## src/rtl/usb_rx_phy_pkg.sv

```systemverilog
`default_nettype none
`timescale 1ns/1ps
// ============================================================================
// Module      : usb_rx_phy_pkg
// Description : Shared line-state codes, SYNC/stuffing constants, receive FSM
//               states and token PIDs for the USB full-speed receive front end.
// Revision    : 1.0  initial release
// ============================================================================
package usb_rx_phy_pkg;

    // Line states as {dp, dn}
    localparam logic [1:0] LS_SE0 = 2'b00;
    localparam logic [1:0] LS_K   = 2'b01;
    localparam logic [1:0] LS_J   = 2'b10;
    localparam logic [1:0] LS_SE1 = 2'b11;

    localparam logic [7:0] SYNC_PATTERN = 8'b01010100;
    localparam int         STUFF_LIMIT  = 6;

    localparam logic [3:0] PID_OUT   = 4'h1;
    localparam logic [3:0] PID_IN    = 4'h9;
    localparam logic [3:0] PID_SOF   = 4'h5;
    localparam logic [3:0] PID_SETUP = 4'hD;
    localparam logic [3:0] PID_DATA0 = 4'h3;
    localparam logic [3:0] PID_DATA1 = 4'hB;
    localparam logic [3:0] PID_ACK   = 4'h2;
    localparam logic [3:0] PID_NAK   = 4'hA;
    localparam logic [3:0] PID_STALL = 4'hE;

    typedef enum logic [2:0] {
        ST_IDLE = 3'd0,
        ST_SYNC = 3'd1,
        ST_DATA = 3'd2,
        ST_EOP  = 3'd3,
        ST_ERR  = 3'd4
    } rx_state_e;

    function automatic logic is_data_line(input logic [1:0] ls);
        return (ls == LS_J) || (ls == LS_K);
    endfunction

endpackage

`default_nettype wire

```

## src/rtl/usb_rx_phy_if.sv

```systemverilog
`default_nettype none
`timescale 1ns/1ps
// ============================================================================
// Module      : usb_rx_phy_if
// Description : Pad inputs and decoded byte stream of the USB receive PHY.
// Revision    : 1.0  initial release
// ============================================================================
interface usb_rx_phy_if;
    logic       usb_dp;
    logic       usb_dn;
    logic       tx_active;
    logic       rx_active;
    logic [7:0] rx_data;
    logic       rx_valid;
    logic       rx_eop;
    logic       rx_error;
    logic       usb_reset;

    modport master (
        input  usb_dp, usb_dn, tx_active,
        output rx_active, rx_data, rx_valid, rx_eop, rx_error, usb_reset
    );

    modport slave (
        output tx_active,
        input  rx_active, rx_data, rx_valid, rx_eop, rx_error, usb_reset
    );
endinterface

`default_nettype wire

```

## src/rtl/usb_rx_dpll.sv

```systemverilog
`default_nettype none
`timescale 1ns/1ps
// ============================================================================
// Module      : usb_rx_dpll
// Description : Pad synchronizers and 4x-oversampling bit-clock recovery.
// Revision    : 1.0  initial release
// ============================================================================
module usb_rx_dpll
    import usb_rx_phy_pkg::*;
(
    input  wire logic       clock48,
    input  wire logic       reset_n,
    input  wire logic       usb_dp,
    input  wire logic       usb_dn,
    output logic [1:0]      line_state,
    output logic            sample,
    output logic [1:0]      sample_line
);

    logic       dp_meta_q, dp_sync_q;
    logic       dn_meta_q, dn_sync_q;
    logic [1:0] line_prev_q;
    logic [1:0] phase_q, phase_d;

    assign line_state = {dp_sync_q, dn_sync_q};

    always_comb begin
        phase_d = phase_q + 2'd1;
        if (line_state != line_prev_q) begin
            phase_d = 2'd0;
        end
    end

    always_ff @(posedge clock48) begin
        if (!reset_n) begin
            dp_meta_q   <= 1'b1;
            dp_sync_q   <= 1'b1;
            dn_meta_q   <= 1'b0;
            dn_sync_q   <= 1'b0;
            line_prev_q <= LS_J;
            phase_q     <= 2'd0;
        end else begin
            dp_meta_q   <= usb_dp;
            dp_sync_q   <= dp_meta_q;
            dn_meta_q   <= usb_dn;
            dn_sync_q   <= dn_meta_q;
            line_prev_q <= line_state;
            phase_q     <= phase_d;
        end
    end

    // The bit is taken one cycle late so a short bit whose closing edge lands on
    // the strobe cycle is still sampled as itself rather than as its successor.
    assign sample      = (phase_q == 2'd2);
    assign sample_line = line_prev_q;

endmodule

`default_nettype wire

```

## src/rtl/usb_rx_phy.sv

```systemverilog
`default_nettype none
`timescale 1ns/1ps
// ============================================================================
// Module      : usb_rx_phy
// Description : USB full-speed receive front end: SYNC detect, NRZI decode,
//               bit unstuffing, byte assembly, EOP and bus-reset detection.
// Revision    : 1.0  initial release
// ============================================================================
module usb_rx_phy
    import usb_rx_phy_pkg::*;
#(
    parameter int RESET_CYCLES   = 120,
    parameter int SYNC_MIN_ZEROS = 3
) (
    input  wire logic     clock48,
    input  wire logic     reset_n,
    usb_rx_phy_if.master  bus
);

    localparam int              CNT_W   = $clog2(RESET_CYCLES + 1);
    localparam logic [CNT_W-1:0] RST_MAX = CNT_W'(RESET_CYCLES);
    localparam logic [3:0]      MIN_Z   = 4'(SYNC_MIN_ZEROS);
    localparam logic [2:0]      ONES_MX = 3'(STUFF_LIMIT);

    logic [1:0] line_state;
    logic       sample;
    logic [1:0] sample_line;

    usb_rx_dpll u_dpll (
        .clock48     (clock48),
        .reset_n     (reset_n),
        .usb_dp      (bus.usb_dp),
        .usb_dn      (bus.usb_dn),
        .line_state  (line_state),
        .sample      (sample),
        .sample_line (sample_line)
    );

    rx_state_e        state_q, state_d;
    logic [1:0]       prev_line_q, prev_line_d;
    logic [3:0]       zero_cnt_q, zero_cnt_d;
    logic [2:0]       ones_cnt_q, ones_cnt_d;
    logic [2:0]       bit_idx_q, bit_idx_d;
    logic [7:0]       shift_q, shift_d;
    logic [7:0]       rx_data_q, rx_data_d;
    logic             rx_valid_q, rx_valid_d;
    logic             rx_eop_q, rx_eop_d;
    logic             rx_error_q, rx_error_d;
    logic [CNT_W-1:0] se0_cnt_q, se0_cnt_d;
    logic             nrzi_bit;

    assign nrzi_bit = (sample_line == prev_line_q);

    always_comb begin
        state_d     = state_q;
        prev_line_d = prev_line_q;
        zero_cnt_d  = zero_cnt_q;
        ones_cnt_d  = ones_cnt_q;
        bit_idx_d   = bit_idx_q;
        shift_d     = shift_q;
        rx_data_d   = rx_data_q;
        rx_valid_d  = 1'b0;
        rx_eop_d    = 1'b0;
        rx_error_d  = 1'b0;

        if (bus.tx_active) begin
            state_d     = ST_IDLE;
            prev_line_d = LS_J;
        end else if (sample) begin
            case (state_q)
                ST_IDLE: begin
                    prev_line_d = sample_line;
                    if (prev_line_q == LS_J && sample_line == LS_K) begin
                        state_d    = ST_SYNC;
                        zero_cnt_d = 4'd1;
                    end
                end
                ST_SYNC: begin
                    prev_line_d = sample_line;
                    if (!is_data_line(sample_line)) begin
                        state_d = ST_IDLE;
                    end else if (!nrzi_bit) begin
                        if (zero_cnt_q != 4'hF) begin
                            zero_cnt_d = zero_cnt_q + 4'd1;
                        end
                    end else if (zero_cnt_q >= MIN_Z) begin
                        state_d    = ST_DATA;
                        ones_cnt_d = 3'd1;
                        bit_idx_d  = 3'd0;
                    end else begin
                        state_d = ST_IDLE;
                    end
                end
                ST_DATA: begin
                    if (sample_line == LS_SE0) begin
                        state_d    = ST_EOP;
                        rx_eop_d   = 1'b1;
                        rx_error_d = (bit_idx_q != 3'd0);
                    end else if (sample_line == LS_SE1) begin
                        state_d    = ST_ERR;
                        rx_eop_d   = 1'b1;
                        rx_error_d = 1'b1;
                    end else begin
                        prev_line_d = sample_line;
                        if (ones_cnt_q == ONES_MX) begin
                            // Stuffed bit: must be a transition and is dropped
                            if (nrzi_bit) begin
                                state_d    = ST_ERR;
                                rx_eop_d   = 1'b1;
                                rx_error_d = 1'b1;
                            end else begin
                                ones_cnt_d = 3'd0;
                            end
                        end else begin
                            shift_d    = {nrzi_bit, shift_q[7:1]};
                            bit_idx_d  = bit_idx_q + 3'd1;
                            ones_cnt_d = nrzi_bit ? ones_cnt_q + 3'd1 : 3'd0;
                            if (bit_idx_q == 3'd7) begin
                                rx_data_d  = {nrzi_bit, shift_q[7:1]};
                                rx_valid_d = 1'b1;
                            end
                        end
                    end
                end
                ST_EOP, ST_ERR: begin
                    if (sample_line == LS_J) begin
                        state_d     = ST_IDLE;
                        prev_line_d = LS_J;
                    end
                end
                default: begin
                    state_d     = ST_IDLE;
                    prev_line_d = LS_J;
                end
            endcase
        end
    end

    always_comb begin
        se0_cnt_d = '0;
        if (line_state == LS_SE0) begin
            se0_cnt_d = (se0_cnt_q == RST_MAX) ? se0_cnt_q : se0_cnt_q + 1'b1;
        end
    end

    always_ff @(posedge clock48) begin
        if (!reset_n) begin
            state_q     <= ST_IDLE;
            prev_line_q <= LS_J;
            zero_cnt_q  <= 4'd0;
            ones_cnt_q  <= 3'd0;
            bit_idx_q   <= 3'd0;
            shift_q     <= 8'd0;
            rx_data_q   <= 8'd0;
            rx_valid_q  <= 1'b0;
            rx_eop_q    <= 1'b0;
            rx_error_q  <= 1'b0;
            se0_cnt_q   <= '0;
        end else begin
            state_q     <= state_d;
            prev_line_q <= prev_line_d;
            zero_cnt_q  <= zero_cnt_d;
            ones_cnt_q  <= ones_cnt_d;
            bit_idx_q   <= bit_idx_d;
            shift_q     <= shift_d;
            rx_data_q   <= rx_data_d;
            rx_valid_q  <= rx_valid_d;
            rx_eop_q    <= rx_eop_d;
            rx_error_q  <= rx_error_d;
            se0_cnt_q   <= se0_cnt_d;
        end
    end

    assign bus.rx_active = (state_q == ST_DATA) && !bus.tx_active;
    assign bus.rx_valid  = rx_valid_q && !bus.tx_active;
    assign bus.rx_eop    = rx_eop_q   && !bus.tx_active;
    assign bus.rx_error  = rx_error_q && !bus.tx_active;
    assign bus.rx_data   = bus.tx_active ? 8'd0 : rx_data_q;
    assign bus.usb_reset = (se0_cnt_q == RST_MAX) && (line_state == LS_SE0);

endmodule

`default_nettype wire

```

## src/flat_wrapper.sv

```systemverilog
// flat-port wrapper written by rule: the top's interface ports become plain ports
module usb_rx_phy_flat import usb_rx_phy_pkg::*;
#(
    parameter int RESET_CYCLES   = 120,
    parameter int SYNC_MIN_ZEROS = 3
)
  (clock48, reset_n, bus_usb_dp, bus_usb_dn, bus_tx_active, bus_rx_active, bus_rx_data, bus_rx_valid, bus_rx_eop, bus_rx_error, bus_usb_reset);
  usb_rx_phy_if bus_i ();
  input  wire logic clock48;
  input  wire logic reset_n;
  input wire logic [$bits(bus_i.usb_dp)-1:0] bus_usb_dp;
  input wire logic [$bits(bus_i.usb_dn)-1:0] bus_usb_dn;
  input wire logic [$bits(bus_i.tx_active)-1:0] bus_tx_active;
  output wire logic [$bits(bus_i.rx_active)-1:0] bus_rx_active;
  output wire logic [$bits(bus_i.rx_data)-1:0] bus_rx_data;
  output wire logic [$bits(bus_i.rx_valid)-1:0] bus_rx_valid;
  output wire logic [$bits(bus_i.rx_eop)-1:0] bus_rx_eop;
  output wire logic [$bits(bus_i.rx_error)-1:0] bus_rx_error;
  output wire logic [$bits(bus_i.usb_reset)-1:0] bus_usb_reset;
  assign bus_i.usb_dp = bus_usb_dp;
  assign bus_i.usb_dn = bus_usb_dn;
  assign bus_i.tx_active = bus_tx_active;
  assign bus_rx_active = bus_i.rx_active;
  assign bus_rx_data = bus_i.rx_data;
  assign bus_rx_valid = bus_i.rx_valid;
  assign bus_rx_eop = bus_i.rx_eop;
  assign bus_rx_error = bus_i.rx_error;
  assign bus_usb_reset = bus_i.usb_reset;
  usb_rx_phy #(.RESET_CYCLES(RESET_CYCLES), .SYNC_MIN_ZEROS(SYNC_MIN_ZEROS)) u_core (.clock48(clock48), .reset_n(reset_n), .bus(bus_i));
endmodule
```

## config.mk

```make
export PLATFORM = sky130hd
export DESIGN_NAME = usb_rx_phy_flat
export DESIGN_NICKNAME = d
export VERILOG_FILES = /design/src/rtl/usb_rx_phy_pkg.sv /design/src/rtl/usb_rx_phy_if.sv /design/src/rtl/usb_rx_dpll.sv /design/src/rtl/usb_rx_phy.sv /design/src/flat_wrapper.sv
export SDC_FILE = /design/constraint.sdc
export NUM_CORES = 1
export LEC_CHECK = 0
export ABC_CLOCK_PERIOD_IN_PS = 3780
export BUFFER_PORTS_ARGS = -buffer_cell sky130_fd_sc_hd__buf_2
export CORE_MARGIN = 5
export CORE_UTILIZATION = 35
export CTS_BUF_LIST = sky130_fd_sc_hd__clkbuf_8
export DETAILED_ROUTE_END_ITERATION = 8
export GPL_TIMING_DRIVEN = 0
export PLACE_DENSITY = 0.47
export SYNTH_ARGS = -nofsm -noshare
export SYNTH_HDL_FRONTEND = slang
export SYNTH_SLANG_ARGS = --single-unit
```

## constraint.sdc

```tcl
create_clock -name clock48 -period 3.78 [get_ports clock48]
set_clock_uncertainty 0.05 [all_clocks]
set_input_delay 0.189 -clock clock48 [delete_from_list [all_inputs] [get_ports clock48]]
set_output_delay 0.189 -clock clock48 [all_outputs]
set_load 0.01 [all_outputs]
```

==> results of run 1 <==
-- per-stage QoR --
| step | cell area (um^2) | utilization [%] | total power [mW] | cells |
|---|---|---|---|---|
| floorplan | 2530 | - | 0.557 | 269 |
| global placement | 2740 | 38.3 | 0.574 | 385 |
| detailed placement | 2740 | 38.3 | 0.574 | 385 |
| CTS | 2860 | 40.0 | 0.976 | 393 |
| global route | 2860 | 40.0 | 0.999 | 393 |
| finish | 2860 | 40.0 | 0.953 | 393 |
-- final cells by class --
cell class	count	area, um^2
Sequential cell	48	961
Buffer	11	47.5
Tap cell	99	124
Inverter	9	33.8
Timing Repair Buffer	17	85.1
Clock inverter	2	38.8
Multi-Input combinational cell	201	1480
Clock buffer	6	82.6
Fill cell	744	4280
-- worst reg2reg max path, delay by kind of cell, from the launching register on --
family	cells	cell delay, ps
flip-flops	1	520
adder cells (fa/ha/maj)	1	430
AND/OR/NAND/NOR	2	460
AO/OA/AOI/OAI	2	550
buffers and inverters	1	140
-- cell usage after synthesis (all sizes together) (3+ instances only) --
cell type,count,share of area (%)
ha,13,6.4
nor2b,30,7.4
mux2i,21,8.3
xnor2,6,2.1
and2,5,1.2
nor3,4,0.79
xor2,4,2.0
a21oi,11,2.2
nand4,5,1.8
nor4b,3,1.3
inv,9,1.3
buf,5,0.99
nor2,13,2.0
o211ai,3,0.89
dfxtp,48,38
nand3,12,2.6
nor3b,3,1.5
or3,5,1.2
nand2b,4,0.99
o21ai,5,0.99
o221a,3,1.3
clkbuf,6,0.89
nand2,22,3.4
-- cells by family after synthesis --
group,after synthesis
and+or+nand+nor,119
xor gates and xnor gates,10
buffers and inverters,20
muxes,21
adders and majority gates,13
DFF,48
AOI/OAI and AO/OA,38
-- worst paths after layout --
path,from,to,slack [ps],depth (start not counted)
worst max-delay path,u_core.u_dpll.sample_line[0],u_core.bit_idx_q[2],1510,6
worst min register to register,u_core.u_dpll.dp_meta_q,u_core.u_dpll.dp_sync_q,380,1
worst min-delay path,bus_usb_dp,u_core.u_dpll.dp_meta_q,10,2
worst max register to register,u_core.u_dpll.sample_line[0],u_core.bit_idx_q[2],1510,6
-- metal layers --
metal | share of wire [%] | vias to the layer above | track usage, %
li1 | - | 992 | -
met1 | 48 | 923 | 15.5
met2 | 49 | 15 | 21.8
met3 | 2.2 | 2 | 2.63
met4 | 0.72 | 0 | 4.09
met5 | 0 | - | 0
-- registers in the layout, summed over array words and instances, names as in the netlist, 2 cells and up --
name and flops:
u_core.bit_idx_q 3, u_core.ones_cnt_q 3, u_core.prev_line_q 2, u_core.rx_data_q 8, u_core.se0_cnt_q 7, u_core.shift_q 7, u_core.state_q 3, u_core.u_dpll.phase_q 2
u_core.u_dpll.sample_line 2, u_core.zero_cnt_q 4
-- report_power, final --
part	switching [mW]	total, mW	internal, mW
Sequential	0.00374	0.514	0.510
Clock	0.175	0.392	0.216
Combinational	0.0298	0.0469	0.0172
Total	0.209	0.953	0.744
==> flow_summary_export.csv, run 1 <==
group,metric,value,unit
detailed_routing,viasPerCell,4.92,
critical_path,crit_type,"reg2reg",
floorplanning,core,0.00714,mm^2
critical_path,path_cells,"inv_1 -> ha_1 -> and4bb_2 -> nand4_1 -> a21boi_0 -> o21ai_0",
cts,cts_buffers,5,
cts,clkTransAtPathRegs,90,ps
synthesis,muxShareOfSynthArea,8.32,%
sta,setup_tns,0,ps
detailed_routing,wl_per_cell,13.4,um
sta,rsz0062_at_grt,"no",
detailed_routing,post-route-drc-count,0,
synthesis,syn_inst,269,
worst_hold_path,worstHoldPathType,"in2reg",
sta,slew-limit-headroom,62.1,%
sta,fin_hold_ws,12.7,ps
floorplanning,dieArea,0.00902,mm^2
critical_path,crit_path_end_kind,"flip-flop",
cells_and_area,nets,311,
cts,clkSinkCount,48,
synthesis,yosys.area_share.xor_xnor,4.06,%
power,ir_drop,0.158,mV
critical_path,cp-start-kind,"flip-flop",
cts,clockBufferDepth,2,
floorplanning,io_pins,18,
sta,setup_viol,0,
critical_path,crit_slowest_cell,"dfxtp_1",
synthesis,synth-seq-cells,48,
sta,setup_slack,1510,ps
placed_design,io_buffer_count,17,
cells_and_area,layout-drive-gt1-share,14.6,%
cts,htree_levels,2,
synthesis,synth-simple-area-share,28.8,%
cts,post-cts-setup-buffer-count,0,
sta,period_needed,2270,ps
sta,fin_crit_sh,60.1,%
synthesis,synth_edf_count,0,
global_route,grt-ovfl-total,0,
critical_path,crit_required,3900,ps
placed_design,hpwl,3970,um
synthesis,yosysSeqAreaShare,38.0,%
flow_run,cap_violations,0,
floorplanning,fp.dieH,95.0,um
sta,fmax,440,MHz
detailed_routing,drt_iter0_drc,68,
critical_path,crit_buf_inv,1,
global_route,grt_pass1_vias,1851,
global_route,grt_usage,12.6,%
power,cellPowerDensity,334,mW/mm^2
synthesis,synth_ff_type,"dfxtp_1",
cells_and_area,layout_common_cells,"48 x dfxtp_1, 30 x nor2b_1, 22 x buf_2",
synthesis,yosysWarnings,0,
synthesis,synth_nets,287,
synthesis,synth_top_family_by_area,"simple AND/OR/NAND/NOR gates",
critical_path,crit_fanout,7,
floorplanning,start_util,35.4,%
global_route,grt_start_max_net_pins,16,
cells_and_area,num_antenna_cells,0,
critical_path,worstPathArrival,2390,ps
sta,maxSlewViolCount,0,
synthesis,synth_compound_gate_area_share,11.1,%
detailed_routing,dr.pass1.iters,4,
cts,holdBufCountCts,0,
critical_path,cp_slowest_stage_delay,520,ps
global_route,grt_pass1_wl,8910,um
placed_design,place_ws,1520,ps
cts,root_buffer,"clkbuf_8",
detailed_routing,routed_wl,5270,um
floorplanning,rows,31,
synthesis,ys_types,54,
synthesis,synthAdderAreaFrac,6.44,%
power,p_leak,1.17,nW
global_route,grt_antenna_before_repair,0,
critical_path,cp_top_family,"compound AO/OA/AOI/OAI gates",
run_status,status,"finished clean",
cts,cts_resized,0,
synthesis,synthArstFlopShare,0,%
cts,cts_tree,"yes",
cts,clk_latency,300,ps
synthesis,synth.cell_area,0.00253,mm^2
cells_and_area,area_growth,13.1,%
placed_design,place_congestion,0.818,
detailed_routing,final_antenna_net_count,0,
synthesis,syn_area_per_cell,9.39,um^2
cells_and_area,final_common_cell,"dfxtp_1",
sta,hold_viol,0,
sta,tightest_slew,564,ps
detailed_routing,num_vias,1932,
floorplanning,die_w,95.0,um
Power figures use the tool's default switching activity.
==> inputs of run 2 (changes only) <==
Settings changed: ABC_AREA set to 1, ABC_CLOCK_PERIOD_IN_PS 3780 to 2350.
Clock period 3.78 ns to 2.35 ns, I/O delays scaled along.
==> flow_summary_export.csv, run 2 <==
group,metric,value,unit
critical_path,crit_fanout,10,
placed_design,place_congestion,0.789,
cts,cts_tree,"yes",
cells_and_area,largest_reg_flops,8,
floorplanning,dieArea,0.00877,mm^2
synthesis,synth_top_area_cell,"dfxtp_1",
cts,clk_latency,290,ps
detailed_routing,dr.pass1.iters,4,
floorplanning,fp.dieH,93.7,um
sta,setup_slack,281,ps
critical_path,crit_buf_inv,3,
cells_and_area,largest_register,"u_core.rx_data_q",
floorplanning,core,0.00679,mm^2
detailed_routing,viasPerCell,4.55,
detailed_routing,drt_iter0_drc,96,
sta,fin_crit_sh,88.0,%
cells_and_area,stdcell_area,0.00282,mm^2
global_route,grt_pass1_vias,2046,
placed_design,io_buffer_count,17,
synthesis,synth_most_common_cell,"nor2_1",
synthesis,synth_edf_count,0,
synthesis,synth_top_cell_area_share,39.2,%
detailed_routing,wl_per_cell,11.4,um
cts,clkSinkCount,48,
synthesis,synthTopCellsByArea,"dfxtp_1 39%, nor2_1 10%, nand2_1 9.5%",
cts,clkTransAtPathRegs,90,ps
synthesis,syn_area_per_cell,6.96,um^2
sta,period_needed,2070,ps
global_route,grt_usage,13.5,%
critical_path,cp_slowest_stage_delay,460,ps
cts,clockBufferDepth,2,
cts,cts_resized,0,
sta,rsz0062_at_grt,"no",
floorplanning,io_pins,18,
detailed_routing,routed_wl,5430,um
synthesis,yosysWarnings,0,
synthesis,synth-seq-cells,48,
cts,root_buffer,"clkbuf_8",
sta,tightest_slew,453,ps
critical_path,crit_slowest_cell,"dfxtp_1",
synthesis,yosysSeqAreaShare,39.2,%
critical_path,worstPathArrival,2210,ps
floorplanning,rows,30,
cells_and_area,nets,398,
power,cellPowerDensity,567,mW/mm^2
sta,fmax,483,MHz
sta,setup_tns,0,ps
critical_path,crit_type,"reg2reg",
global_route,grt-ovfl-total,0,
floorplanning,die_w,93.7,um
cells_and_area,layout-drive-gt1-share,12.4,%
floorplanning,start_util,36.1,%
critical_path,path_cells,"inv_1 -> ha_1 -> nand3_1 -> nor3_4 -> buf_4 -> nand2_4 -> buf_6 -> o21ai_1 -> a21oi_1",
sta,fin_hold_ws,98.0,ps
detailed_routing,post-route-drc-count,0,
detailed_routing,num_vias,2166,
placed_design,placed_cell_area,0.00266,mm^2
sta,hold_viol,0,
critical_path,crit_required,2490,ps
sta,setup_viol,0,
critical_path,cp_top_family,"flip-flops",
synthesis,synth_nets,370,
run_status,status,"finished clean",
synthesis,synth_ff_type,"dfxtp_1",
sta,slew-limit-headroom,69.6,%
power,p_leak,1.32,nW
cells_and_area,num_antenna_cells,0,
synthesis,syn_inst,352,
placed_design,dp_cells,465,
cells_and_area,layout_common_cells,"66 x nor2_1, 62 x nand2_1, 52 x inv_1",
global_route,grt_start_max_net_pins,15,
cells_and_area,final_common_cell,"nor2_1",
synthesis,ys_types,33,
cts,cts_buffers,5,
placed_design,place_ws,164,ps
synthesis,synth.cell_area,0.00245,mm^2
critical_path,crit_path_end_kind,"flip-flop",
global_route,grt_antenna_before_repair,0,
cells_and_area,fin_cells,476,
placed_design,hpwl,4020,um
power,ir_drop,0.264,mV
synthesis,ys_top_cells_by_count,"66 x nor2_1, 62 x nand2_1, 52 x inv_1",
sta,maxSlewViolCount,0,
cts,htree_levels,2,
synthesis,synthArstFlopShare,0,%
detailed_routing,final_antenna_net_count,0,
flow_run,cap_violations,0,
cells_and_area,area_growth,15.1,%
critical_path,cp-start-kind,"flip-flop",
cells_and_area,reg_top3,"u_core.rx_data_q (8), u_core.se0_cnt_q (7), u_core.shift_q (7)",
worst_hold_path,worstHoldPathType,"in2reg",
global_route,grt_pass1_wl,9540,um
-- run 2: cell types whose count changed after synthesis, moves of 4 or more --
cell / before / now
o21ai_0: 5 / 23
nand3_1: 11 / 24
or2_2: 1 / 5
nand2b_1: 4 / 0
or3_1: 5 / 0
nor2b_1: 30 / 0
inv_1: 9 / 52
nand2_1: 21 / 62
nor2_1: 12 / 66
mux2i_1: 21 / 0
a21oi_1: 11 / 20
clkbuf_1: 6 / 1
and2_1: 5 / 0
-- run 2: worst paths after layout --
kind                                              startpoint                      end  slack (ps)  depth (start not counted)
worst max-delay path            u_core.u_dpll.sample_line[0]      u_core.rx_data_q[7]         280                          9
worst min register to register       u_core.u_dpll.dp_meta_q  u_core.u_dpll.dp_sync_q         370                          1
worst min-delay path                                 reset_n      u_core.rx_data_q[0]         100                          3
worst max register to register  u_core.u_dpll.sample_line[0]      u_core.rx_data_q[7]         280                          9
-- run 2: layout make-up --
class | instances | area [um^2]
clock inverter | 2 | 60.1
clock buffer | 5 | 68.8
timing repair buffer | 21 | 120
fill | 715 | 3980
buffer | 6 | 40.0
multi-input combinational | 245 | 1250
sequential | 48 | 961
tap | 96 | 120
inverter | 53 | 201
-- run 2: cell families after synthesis --
logic type | count (synthesis) | share of synthesized area, %
AO/OA/AOI/OAI | 50 | 10.9
XOR/XNOR | 3 | 1.07
adder cells (fa/ha/maj) | 13 | 6.64
buffers and inverters | 59 | 9.86
flip-flops | 48 | 39.2
AND/OR/NAND/NOR | 179 | 32.3
-- run 2: report_power, final --
| part | internal [mW] | switching, mW |
|---|---|---|
| combinational | 0.0260 | 0.0557 |
| clock | 0.419 | 0.271 |
| sequential | 0.822 | 0.00650 |
| total | 1.27 | 0.333 |
-- run 2: through the flow --
| step | total power, mW | utilization [%] |
|---|---|---|
| floorplan | 0.901 | - |
| global placement | 0.926 | 39.1 |
| detailed placement | 0.927 | 39.1 |
| CTS | 1.63 | 41.3 |
| global route | 1.68 | 41.5 |
| finish | 1.60 | 41.5 |
-- run 2: routing by layer --
metal | share of wire (%) | global-route usage (%) | vias up
met5 | 0 | 0 | -
met4 | 1.2 | 3.97 | 0
met3 | 1.6 | 2.40 | 5
met2 | 44 | 21.2 | 10
met1 | 54 | 18.8 | 980
li1 | - | - | 1171
-- run 2: worst reg2reg max path, delay by kind of cell, from the launching register on --
kind	cells	cell delay (ps)
flops	1	460
simple gates	3	430
buf+inv	3	450
fa+ha+maj	1	420
compound gates	2	170
-- run 2: what timing repair did --
action	CTS	global route
endpoints found under the hold margin	2	0
buffers inserted	0	2
hold buffers	2	0
setup endpoints to repair	0	2
==> inputs of run 3 (changes only) <==
Settings changed: ABC_CLOCK_PERIOD_IN_PS 2350 to 1700, PLACE_DENSITY 0.47 to 0.49.
Clock period 2.35 ns to 1.7 ns, I/O delays scaled along.
==> flow_summary_export.csv, run 3 (synthesized netlist as in run 2, its figures left out) <==
group,metric,value,unit
cells_and_area,final_common_cell,"nor2_1",
power,comb_power_share,6.3,%
global_route,grt_pass1_wl,9280,um
power,intPower,1.64,mW
placed_design,hpwl,3850,um
power,p_seq_share,52.8,%
floorplanning,rows,30,
cells_and_area,fillers,693,
critical_path,crit_path_end_kind,"flip-flop",
detailed_routing,final_antenna_net_count,0,
cts,cts_tree,"yes",
cells_and_area,largest_reg_flops,8,
cells_and_area,fin_cells,487,
sta,hold_viol,0,
detailed_routing,post-route-drc-count,0,
worst_hold_path,worstHoldPathType,"in2reg",
power,p_clk_share,40.9,%
global_route,grt-ovfl-total,0,
global_route,grt_usage,13.0,%
detailed_routing,routed_wl,5300,um
sta,period_needed,1660,ps
cts,clockBufferDepth,2,
cells_and_area,layout_common_cells,"59 x nor2_1, 57 x nand2_1, 45 x inv_1",
cts,cts_buffers,5,
cells_and_area,regArea,975,um^2
power,ir_drop,0.369,mV
sta,setup_viol,0,
cts,clkTransAtPathRegs,100,ps
power,cellPowerDensity,713,mW/mm^2
critical_path,worstPathArrival,1830,ps
detailed_routing,dr.pass1.iters,4,
cells_and_area,layout-drive-gt1-share,24.0,%
cells_and_area,largest_register,"u_core.rx_data_q",
global_route,grt_pass1_vias,2020,
detailed_routing,num_vias,2194,
sta,slew-limit-headroom,67.0,%
critical_path,crit_type,"reg2reg",
sta,fmax,601,MHz
placed_design,io_buffer_count,17,
sta,tightest_slew,495,ps
cts,htree_levels,2,
cells_and_area,multiInputGateArea,0.00136,mm^2
power,swShare,24.3,%
cells_and_area,nets,408,
floorplanning,start_util,36.1,%
cts,root_buffer,"clkbuf_8",
global_route,grt_start_max_net_pins,18,
critical_path,cp-start-kind,"flip-flop",
detailed_routing,viasPerCell,4.51,
cells_and_area,reg_top3,"u_core.rx_data_q (8), u_core.se0_cnt_q (7), u_core.shift_q (7)",
sta,maxSlewViolCount,0,
power,p_sw,0.526,mW
power,p_leak,1.37,nW
cts,clk_latency,310,ps
floorplanning,die_w,93.7,um
power,power.total,2.16,mW
run_status,status,"finished clean",
floorplanning,core,0.00679,mm^2
floorplanning,fp.dieH,93.7,um
detailed_routing,wl_per_cell,10.9,um
floorplanning,io_pins,18,
cts,clkSinkCount,48,
sta,rsz0062_at_grt,"yes",
critical_path,crit_required,1870,ps
global_route,grt_antenna_before_repair,0,
floorplanning,dieArea,0.00877,mm^2
flow_run,cap_violations,0,
cells_and_area,num_antenna_cells,0,
sta,fin_crit_sh,97.8,%
placed_design,dp_cells,465,
critical_path,crit_fanout,6,
cells_and_area,area_growth,24.0,%
placed_design,place_congestion,0.817,
detailed_routing,drt_iter0_drc,51,
==> run 3: layer usage <==
layer | vias up | wire [um] | track usage, %
li1 | 1195 | - | -
met3 | 7 | 164 | 2.40
met5 | - | 0 | 0
met2 | 27 | 2340 | 20.8
met1 | 965 | 2730 | 17.6
met4 | 0 | 69 | 4.57
==> run 3: worst paths after layout <==
kind	slack, ps	to	cells after the start	start
max	40	u_core.shift_q[3]	8	u_core.u_dpll.sample_line[0]
min	40	u_core.rx_data_q[1]	3	reset_n
max reg2reg	40	u_core.shift_q[3]	8	u_core.u_dpll.sample_line[0]
min reg2reg	360	u_core.u_dpll.phase_q[0]	1	u_core.u_dpll.phase_q[0]
==> run 3: metrics by stage <==
stage	util [%]	area [um^2]	setup slack, ps	TNS, ps	hold WS [ps]
after floorplan	-	2470	9.51	0	133
after global placement	39.3	2670	-239	-2530	222
after detailed placement	39.3	2670	-263	-2800	224
after CTS	41.8	2840	1.74	0	32.7
after global routing	44.7	3040	-49.8	-277	63.8
final	44.7	3040	36.8	0	37.3
==> run 3: timing repair <==
| item | 4_1_cts | 5_1_grt |
|---|---|---|
| endpoints found under the hold margin | 2 | 0 |
| pin swaps | 1 | 12 |
| setup endpoints to repair | 19 | 26 |
| hold buffers | 2 | 0 |
| resized for setup | 5 | 46 |
| buffers inserted | 2 | 10 |
==> run 3: area by class of cell <==
| cell class | instances | share of cell area (%) |
|---|---|---|
| plain buffers | 6 | 1.40 |
| clock buffers | 5 | 2.27 |
| clock inverters | 3 | 1.65 |
| inverters | 53 | 7.00 |
| multi-input cells | 245 | 44.8 |
| flip-flops and latches | 48 | 32.1 |
| well taps | 96 | 3.96 |
| repair buffers | 31 | 6.80 |
==> run 3: worst max-delay path, cell delays in order (launching register included) <==
cell and delay (ps):
dfxtp_4 380, inv_4 50, ha_4 290, nand3_4 80, nor3_4 250, buf_6 170, clkinvlp_4 140, nor2_1 120
nor2_1 50
==> run 3: power groups by stage <==
stage | clock, mW | combinational (mW) | sequential, mW
finish | 0.885 | 0.136 | 1.14
global route | 0.961 | 0.155 | 1.15
CTS | 0.933 | 0.117 | 1.14
detailed placement | 0 | 0.113 | 1.17
global placement | 0 | 0.113 | 1.17
floorplan | 0 | 0.0787 | 1.17
